<file path="config.mk">
export PLATFORM = sky130hd
export DESIGN_NAME = store_buffer_ctrl
export DESIGN_NICKNAME = d
export VERILOG_FILES = /design/src/rtl/store_pkg.sv /design/src/rtl/store_lane_fmt.sv /design/src/rtl/store_buffer_ctrl.sv
export SDC_FILE = /design/constraint.sdc
export NUM_CORES = 1
export LEC_CHECK = 0
export ABC_AREA = 1
export CAP_MARGIN = 20
export CORE_MARGIN = 5
export CORE_UTILIZATION = 55
export CTS_CLUSTER_DIAMETER = 50
export CTS_CLUSTER_SIZE = 24
export DETAILED_ROUTE_END_ITERATION = 12
export DONT_BUFFER_PORTS = 1
export PLACE_DENSITY = 0.75
export SETUP_SLACK_MARGIN = 0.05
export SLEW_MARGIN = 20
export SYNTH_ARGS = -nofsm -noshare
export SYNTH_HDL_FRONTEND = slang
export SYNTH_SLANG_ARGS = --single-unit
</file>
<file path="constraint.sdc">
create_clock -name clk -period 3.45 [get_ports clk]
set_input_delay 0.69 -clock clk [delete_from_list [all_inputs] [get_ports clk]]
set_output_delay 0.69 -clock clk [all_outputs]
set_load 0.03 [all_outputs]
</file>
<file path="src/rtl/store_pkg.sv">
// store_pkg: shared store encodings, buffer entry layout and controller states
package store_pkg;
  localparam int SB_AW = 32;
  localparam logic [1:0] ST_SB = 2'b00;
  localparam logic [1:0] ST_SH = 2'b01;
  localparam logic [1:0] ST_SW = 2'b10;
  typedef struct packed {
    logic [SB_AW-1:0] addr;
    logic [31:0]      wdata;
    logic [3:0]       wstrb;
  } sb_entry_t;
  typedef enum logic {S_IDLE, S_ISSUE} state_t;
endpackage

</file>
<file path="src/rtl/store_lane_fmt.sv">
// store_lane_fmt: lane-replicates store data, builds byte strobes, flags misalignment
module store_lane_fmt
  import store_pkg::*;
(
  input  logic [1:0]  ctrl,
  input  logic [1:0]  a,
  input  logic [31:0] d,
  output logic [31:0] wdata,
  output logic [3:0]  wstrb,
  output logic        misalign
);
  // byte and half accesses replicate data across lanes; 11 behaves as a word
  always_comb begin
    misalign = (ctrl == ST_SB) ? 1'b0 : (ctrl == ST_SH) ? a[0] : |a;
    wdata    = (ctrl == ST_SB) ? {4{d[7:0]}} : (ctrl == ST_SH) ? {2{d[15:0]}} : d;
    wstrb    = (ctrl == ST_SB) ? 4'b0001 << a : (ctrl == ST_SH) ? 4'b0011 << {a[1], 1'b0} : 4'b1111;
  end
endmodule

</file>
<file path="src/rtl/store_buffer_ctrl.sv">
// store_buffer_ctrl: posted-write FIFO draining formatted stores to memory over req/ack
module store_buffer_ctrl
  import store_pkg::*;
#(
  parameter int DEPTH = 4,
  parameter int AW    = SB_AW
) (
  input  logic          clk,
  input  logic          rst,
  input  logic          st_valid,
  output logic          st_ready,
  input  logic [AW-1:0] st_addr,
  input  logic [31:0]   st_data,
  input  logic [1:0]    st_ctrl,
  output logic          st_misalign,
  input  logic [AW-1:0] ld_addr,
  output logic          ld_hazard,
  output logic          mem_req,
  output logic [AW-1:0] mem_addr,
  output logic [31:0]   mem_wdata,
  output logic [3:0]    mem_wstrb,
  input  logic          mem_ack,
  output logic          sb_empty
);
  localparam int PW = $clog2(DEPTH);
  localparam int CW = PW + 1;
  sb_entry_t        fifo_q [DEPTH];
  sb_entry_t        fifo_d [DEPTH];
  sb_entry_t        out_q, out_d, new_e, nxt_e;
  logic [PW-1:0]    wr_ptr_q, wr_ptr_d, rd_ptr_q, rd_ptr_d, off;
  logic [CW-1:0]    count_q, count_d;
  state_t           state_q, state_d;
  logic             req_q, req_d, mis_q, mis_d, push, pop, fmt_mis;
  logic [31:0]      fmt_wdata;
  logic [3:0]       fmt_wstrb;
  logic [AW-1:0]    haddr;

  store_lane_fmt u_fmt (
    .ctrl    (st_ctrl),
    .a       (st_addr[1:0]),
    .d       (st_data),
    .wdata   (fmt_wdata),
    .wstrb   (fmt_wstrb),
    .misalign(fmt_mis)
  );

  assign st_ready    = count_q != CW'(DEPTH);
  assign st_misalign = mis_q;
  assign mem_req     = req_q;
  assign mem_addr    = AW'(out_q.addr);
  assign mem_wdata   = out_q.wdata;
  assign mem_wstrb   = out_q.wstrb;
  assign sb_empty    = (count_q == '0) && !req_q;

  // enqueue/dequeue bookkeeping and issue FSM; an ack with a successor reloads the head
  // the same edge, forwarding a store pushed this cycle when it is the only successor
  always_comb begin
    new_e    = '{addr: SB_AW'({st_addr[AW-1:2], 2'b00}), wdata: fmt_wdata, wstrb: fmt_wstrb};
    push     = st_valid && st_ready && !fmt_mis;
    pop      = (state_q == S_ISSUE) && mem_ack;
    mis_d    = st_valid && st_ready && fmt_mis;
    fifo_d   = fifo_q;
    if (push) fifo_d[wr_ptr_q] = new_e;
    wr_ptr_d = wr_ptr_q + PW'(push);
    rd_ptr_d = rd_ptr_q + PW'(pop);
    count_d  = count_q + CW'(push) - CW'(pop);
    nxt_e    = (count_q > CW'(1)) ? fifo_q[rd_ptr_q + PW'(1)] : new_e;
    state_d  = state_q;
    req_d    = req_q;
    out_d    = out_q;
    if (state_q == S_IDLE && count_q != '0) begin
      state_d = S_ISSUE;
      req_d   = 1'b1;
      out_d   = fifo_q[rd_ptr_q];
    end else if (pop) begin
      state_d = (count_q > CW'(1) || push) ? S_ISSUE : S_IDLE;
      req_d   = count_q > CW'(1) || push;
      out_d   = (count_q > CW'(1) || push) ? nxt_e : out_q;
    end
  end

  // word-address match against every occupied slot, head included
  always_comb begin
    ld_hazard = 1'b0;
    off       = '0;
    haddr     = '0;
    for (int i = 0; i < DEPTH; i++) begin
      off   = PW'(i) - rd_ptr_q;
      haddr = AW'(fifo_q[i].addr);
      if ({1'b0, off} < count_q && (haddr | AW'(ld_addr[1:0])) == ld_addr) ld_hazard = 1'b1;
    end
  end

  // state registers; reset discards every entry and drops any outstanding request
  always_ff @(posedge clk) begin
    if (rst) begin
      fifo_q   <= '{default: '0};
      out_q    <= '0;
      wr_ptr_q <= '0;
      rd_ptr_q <= '0;
      count_q  <= '0;
      state_q  <= S_IDLE;
      req_q    <= 1'b0;
      mis_q    <= 1'b0;
    end else begin
      fifo_q   <= fifo_d;
      out_q    <= out_d;
      wr_ptr_q <= wr_ptr_d;
      rd_ptr_q <= rd_ptr_d;
      count_q  <= count_d;
      state_q  <= state_d;
      req_q    <= req_d;
      mis_q    <= mis_d;
    end
  end
endmodule
</file>
==> results.py, run 1 <==
metrics = {
    "critical_path": {
        "worstSetupEndpointType": "output port",
        "startpoint": "rd_ptr_q[0]",
        "crit_arrival_ns": 2.43,
        "r2r-end": "fifo_q[100]",
        "cp_max_fo": 8,
        "crit_end": "ld_hazard",
        "regToRegStartpoint": "count_q[1]",
        "rrSetupSlack_ns": 0.65,
        "reg2regPathDepth": 8,
        "crit_type": "flip-flop to output port",
        "start_kind": "flip-flop",
        "critical-path-max-stage-delay_ns": 0.61,
        "cpMaxStageDelayCell": "dfxtp_1",
        "worstPathRequired_ns": 2.76,
        "path_cells": "nor2_4, inv_2, nand2_1, ha_1, a21oi_1, or2_2, nand3_1, nor2_1, nor2_1, nand2_1",
    },
    "outcome": {
        "outcome": "finished, final reports clean",
    },
    "timing": {
        "slew_headroom": 0.293,
        "holdWs_ns": 0.231,
        "period_minus_slack_ns": 3.12,
        "tns_ns": 0,
        "final_hold_viol_count": 0,
        "setup_violations": 0,
        "fmaxAchievable_ghz": 0.320,
        "worst_pin_slew_ns": 1.06,
        "worst_slack_ns": 0.327,
        "rsz0062_at_grt": "no",
        "slew_viol_final": 0,
        "fin_crit_sh": 0.905,
        "skew_ns": 0.0243,
    },
    "logic_synthesis": {
        "ys_seq_elements": 339,
        "yosys.area_share.simple": 0.271,
        "synth_top_family_by_area": "simple AND/OR/NAND/NOR gates",
        "synth-edff-count": 0,
        "ys_top_cells_by_area": "dfxtp_1 (37%), nand2_1 (14%), o21ai_0 (10%)",
        "synthFlopType": "dfxtp_1",
        "ys_seq_area_frac": 0.365,
        "ys_warn_count": 0,
        "ys_types": 38,
        "syn_inst": 2969,
        "avgSynthCellArea_sq_um": 6.26,
        "synth_xor_area_frac": 0.0137,
        "synth_area_leader_cell": "dfxtp_1",
        "synth_top_cell_area_share": 0.365,
        "synthesis.area_sq_um": 18600,
        "async_flop_share": 0,
        "synth.mux.area_fraction": 0,
        "synth_compound_area_frac": 0.230,
        "synth-adder-area-share": 0.00713,
    },
    "power": {
        "vdd_drop_max_mv": 0.644,
        "leakage_nw": 7.82,
        "p_total_w": 0.0147,
        "power_density_nw_per_um2": 733,
    },
    "grt": {
        "grtUsageMet2": 0.516,
        "grt_busiest_layer": "met2",
        "grt_pass1_wl_um": 96300,
        "grt_usage": 0.308,
        "grtUsageMet1": 0.385,
        "grt_use_met3": 0.0636,
        "gr-total-overflow": 0,
        "grt_pass1_vias": 17981,
        "grt_max_degree": 112,
        "antenna_found_initial": 0,
    },
    "clock_tree": {
        "clkSlewWorstSetupHoldPaths_ns": 0.07,
        "post_cts_resized": 0,
        "clock-sinks": 339,
        "clock_path_buffers": 3,
        "root_buffer": "clkbuf_16",
        "cts_made_buffers": 39,
        "cts-htree-levels": 2,
        "ctsHoldBuffers": 0,
        "post_cts_buffers": 0,
        "insertion_delay_ns": 0.55,
        "cts_tree": "done",
    },
    "floorplanning": {
        "core.rowCount": 67,
        "coreArea_sq_um": 33400,
        "die_w_um": 194,
        "ios": 175,
        "die_h_um": 194,
        "initial_utilization": 0.556,
        "die_area_sq_um": 37600,
    },
    "routing": {
        "drt-total-wl_um": 61000,
        "via_count": 19201,
        "drtPass1Iterations": 8,
        "antenna_left": 0,
        "via_per_inst": 5.76,
        "drc": 0,
        "post_drt_wl_per_cell_um": 18.3,
        "drt-initial-drc-count": 1676,
    },
    "place": {
        "portBuffers": 0,
        "place_congestion": 0.934,
        "pre_cts_ws_ns": 0.714,
        "dpl.hpwl_um": 37800,
        "place_inst": 3263,
    },
    "final_layout": {
        "nFillCells": 3125,
        "nNetsFinal": 2968,
        "antenna_cells": 0,
        "seqCellArea_sq_um": 6790,
        "multi_input_area_sq_um": 9770,
        "synthToLayoutAreaGrowth_pct": 8.04,
        "finalNonFillerCells": 3332,
        "drive_above_1_share": 0.0465,
    },
    "hold_path": {
        "hp-start": "rst",
        "whs_path_depth": 1,
        "hold_class": "primary input to flip-flop",
    },
    "run": {
        "cap_viol_max_count": 0,
    },
}
==> stage by stage <==
step | cell area [sq um] | utilization
3_3_place_gp | 18800 | 0.561
2_1_floorplan | 18600 | -
5_1_grt | 20100 | 0.601
4_1_cts | 20100 | 0.601
3_5_place_dp | 18800 | 0.561
6_report | 20100 | 0.601
==> cell usage in the layout, fill, tap and decap left out, types with 5 or more instances in the layout <==
cell type / synthesis / layout
clkinvlp_4: 0 / 5
a21oi_1: 291 / 291
clkinv_2: 0 / 8
xnor2_1: 10 / 10
o22ai_1: 70 / 70
o21ai_1: 27 / 27
buf_12: 0 / 9
nor2_1: 397 / 395
ha_1: 9 / 9
inv_2: 6 / 7
clkbuf_16: 0 / 41
a21boi_1: 10 / 10
o21ai_0: 379 / 379
a21boi_0: 19 / 19
dfxtp_1: 339 / 339
nand2_1: 673 / 670
xor2_1: 19 / 19
nand4_1: 49 / 49
nand3_1: 117 / 116
buf_4: 7 / 25
inv_1: 333 / 332
==> power by group <==
| group | switching (W) | internal [W] |
|---|---|---|
| sequential | 0.000903 | 0.00442 |
| combinational | 0.00363 | 0.00147 |
| clock | 0.00182 | 0.00248 |
| total | 0.00635 | 0.00837 |
==> cells in the mapped netlist, drive strengths merged, types with 9 or more instances <==
cell,count
a21boi,29
nor2,399
clkbuf,101
dfxtp,339
a21oi,293
nand4,49
o22ai,70
xnor2,10
nand2,675
nand3,121
buf,88
inv,339
ha,9
xor2,19
o21ai,407
==> sequential cells by signal (all words and copies together) (netlist names) <==
signal       cells
fifo_q         234
mem_wdata       32
haddr           30
mem_addr        30
mem_wstrb        4
count_q          3
rd_ptr_q         2
wr_ptr_q         2
st_misalign      1
state_q          1
==> kinds of logic after synthesis <==
| family | after synthesis |
|---|---|
| and+or+nand+nor | 1253 |
| buffers and inverters | 529 |
| AOI/OAI and AO/OA | 808 |
| DFF | 339 |
| other | 1 |
| xor gates and xnor gates | 29 |
| adders and majority gates | 10 |
==> worst min path at each step <==
stage	end	slack, ns
2_1_floorplan	fifo_q[206]	0.44
3_3_place_gp	fifo_q[206]	0.45
3_5_place_dp	fifo_q[97]	0.46
4_1_cts	count_q[1]	0.21
5_1_grt	count_q[1]	0.22
6_report	mem_addr[3]	0.23
==> routing by layer <==
metal | up-vias | wire length, um
met3 | 164 | 6160
met4 | 0 | 2790
li1 | 9359 | -
met1 | 8756 | 23700
met2 | 922 | 28300
met5 | - | 0
==> final cells by class <==
cell class	instances	area share
clock buffer	44	0.0526
clock inverter	25	0.0131
inverter	340	0.0638
multi-input combinational	2102	0.486
sequential	339	0.338
tap	448	0.0279
timing repair buffer	34	0.0183
==> worst max-delay path: cells and delay by family, from the launching register on <==
kind,cells,cell delay [ns]
simple gates,7,0.89
flops,1,0.61
fa+ha+maj,1,0.27
buf+inv,1,0.06
compound gates,1,0.06
Power figures use the tool's default switching activity.
==> run 2: changes to the inputs <==
==> constraint.sdc (replaced) <==
create_clock -name clk -period 3.8 [get_ports clk]
set_input_delay 0.76 -clock clk [delete_from_list [all_inputs] [get_ports clk]]
set_output_delay 0.76 -clock clk [all_outputs]
set_load 0.03 [all_outputs]
==> run 2 against run 1 <==
Net effect: clock skew fell by 0.0045 ns; highest routed layer unchanged; critical endpoint unchanged; hold slack improved by 0.068 ns; total power fell by 9.7%; register-to-register slack improved by 0.25 ns.
==> results.py, run 2 (synthesis results as in run 1) <==
metrics = {
    "grt": {
        "gr-total-overflow": 0,
        "grt_usage": 0.308,
        "grt_busiest_layer": "met2",
        "antenna_found_initial": 0,
        "grtUsageMet1": 0.383,
        "grt_use_met3": 0.0520,
        "grtUsageMet2": 0.521,
        "grt_pass1_vias": 18242,
        "grt_max_degree": 109,
        "grt_pass1_wl_um": 96200,
    },
    "place": {
        "place_inst": 3256,
        "pre_cts_ws_ns": 0.916,
        "portBuffers": 0,
        "place_congestion": 0.910,
        "dpl.hpwl_um": 37300,
    },
    "clock_tree": {
        "ctsHoldBuffers": 0,
        "cts_made_buffers": 37,
        "clock-sinks": 339,
        "cts_tree": "done",
        "cts-htree-levels": 2,
        "clkSlewWorstSetupHoldPaths_ns": 0.07,
        "clock_path_buffers": 3,
        "post_cts_buffers": 0,
        "root_buffer": "clkbuf_16",
        "post_cts_resized": 0,
        "insertion_delay_ns": 0.54,
    },
    "critical_path": {
        "cp_max_fo": 8,
        "regToRegStartpoint": "count_q[0]",
        "start_kind": "flip-flop",
        "path_cells": "nor2_4, inv_2, nand2_1, ha_1, a21oi_1, or2_2, nand3_1, nor2_1, nor2_1, nand2_1",
        "worstPathRequired_ns": 3.04,
        "crit_family": "simple AND/OR/NAND/NOR gates",
        "r2r-end": "mem_wdata[15]",
        "cpMaxStageDelayCell": "dfxtp_1",
        "crit_type": "flip-flop to output port",
        "crit_arrival_ns": 2.48,
        "reg2regPathDepth": 7,
        "worstSetupEndpointType": "output port",
        "rrSetupSlack_ns": 0.90,
        "critical-path-max-stage-delay_ns": 0.60,
        "crit_buf_inv": 1,
    },
    "run": {
        "cap_viol_max_count": 0,
    },
    "routing": {
        "drt-initial-drc-count": 1866,
        "drt-total-wl_um": 60900,
        "drtPass1Iterations": 6,
        "post_drt_wl_per_cell_um": 18.3,
        "via_per_inst": 5.77,
        "drc": 0,
        "antenna_left": 0,
        "via_count": 19169,
    },
    "outcome": {
        "outcome": "finished, final reports clean",
    },
    "final_layout": {
        "layout_commonest_cell": "nand2_1",
        "nFillCells": 3201,
        "final_cell_mix": "nand2_1 (670), nor2_1 (395), o21ai_0 (379)",
        "drive_above_1_share": 0.0435,
        "antenna_cells": 0,
        "final_util": 0.598,
        "finalNonFillerCells": 3324,
        "largest_register_ffs": 234,
        "nNetsFinal": 2959,
        "top_register": "fifo_q",
        "synthToLayoutAreaGrowth_pct": 7.52,
    },
    "power": {
        "leakage_nw": 7.74,
        "power_density_nw_per_um2": 665,
        "vdd_drop_max_mv": 0.665,
    },
    "floorplanning": {
        "die_w_um": 194,
        "initial_utilization": 0.556,
        "die_h_um": 194,
        "ios": 175,
        "core.rowCount": 67,
        "coreArea_sq_um": 33400,
        "die_area_sq_um": 37600,
    },
    "timing": {
        "fin_crit_sh": 0.852,
        "final_hold_viol_count": 0,
        "slew_viol_final": 0,
        "worst_slack_ns": 0.564,
        "worst_pin_slew_ns": 1.07,
        "holdWs_ns": 0.299,
        "fmaxAchievable_ghz": 0.309,
        "slew_headroom": 0.285,
        "skew_ns": 0.0198,
        "setup_violations": 0,
        "period_minus_slack_ns": 3.24,
        "rsz0062_at_grt": "no",
        "tns_ns": 0,
    },
    "hold_path": {
        "hp-start": "rst",
        "whs_path_depth": 1,
        "hold_class": "primary input to flip-flop",
        "min_to": "mem_addr[3]",
    },
}
==> run 2: cell count changes in the layout (fill, tap and decap cells not counted), sizes merged <==
cell and delta:
clkinv -3, buf -7, bufinv +1, clkinvlp +3, clkbuf -2
==> run 2: worst reg2reg max path: cells and delay by family, from the launching register on <==
kind,cells,cell delay [ns]
AOI/OAI and AO/OA,2,0.87
buffers and inverters,2,0.79
DFF,1,0.49
and+or+nand+nor,3,0.69
==> run 2: power by group <==
part / leakage (nW) / switching (W) / internal (W) / total (W)
clock network: 0.619 / 0.00165 / 0.00222 / 0.00387
logic: 4.36 / 0.00329 / 0.00129 / 0.00458
registers: 2.75 / 0.000821 / 0.00402 / 0.00484
total: 7.74 / 0.00575 / 0.00753 / 0.0133
==> run 2: worst max path at each step <==
stage                 from            end  slack [ns]  cells past startpoint
2_1_floorplan  rd_ptr_q[0]      ld_hazard        0.95                     14
3_3_place_gp    count_q[1]    mem_addr[8]        1.03                     11
3_5_place_dp    st_addr[0]  mem_wdata[17]        0.92                      9
4_1_cts        rd_ptr_q[0]      ld_hazard        0.55                     10
5_1_grt        rd_ptr_q[0]      ld_hazard        0.42                     10
6_report       rd_ptr_q[0]      ld_hazard        0.56                     10
==> run 2: layout make-up <==
class | instances | area, sq um | share of cell area
Multi-Input combinational cell | 2102 | 9770 | 0.489
Sequential cell | 339 | 6790 | 0.340
Inverter | 340 | 1280 | 0.0641
Clock buffer | 42 | 997 | 0.0499
Tap cell | 448 | 561 | 0.0280
Clock inverter | 26 | 317 | 0.0158
Timing Repair Buffer | 27 | 278 | 0.0139
==> run 2: per-layer routing <==
layer  vias to the layer above  share of wire  routed length [um]
li1                       9346              -                   -
met1                      8708           0.39               23600
met2                       914           0.47               28500
met3                       201          0.094                5730
met4                         0          0.050                3070
met5                         -              0                   0
==> run 2: per-stage QoR <==
stage	cell area, sq um	total power [W]
finish	20000	0.0133
CTS	20000	0.0133
floorplan	18600	0.00797
global placement	18700	0.00934
detailed placement	18700	0.00944
global route	20000	0.0139
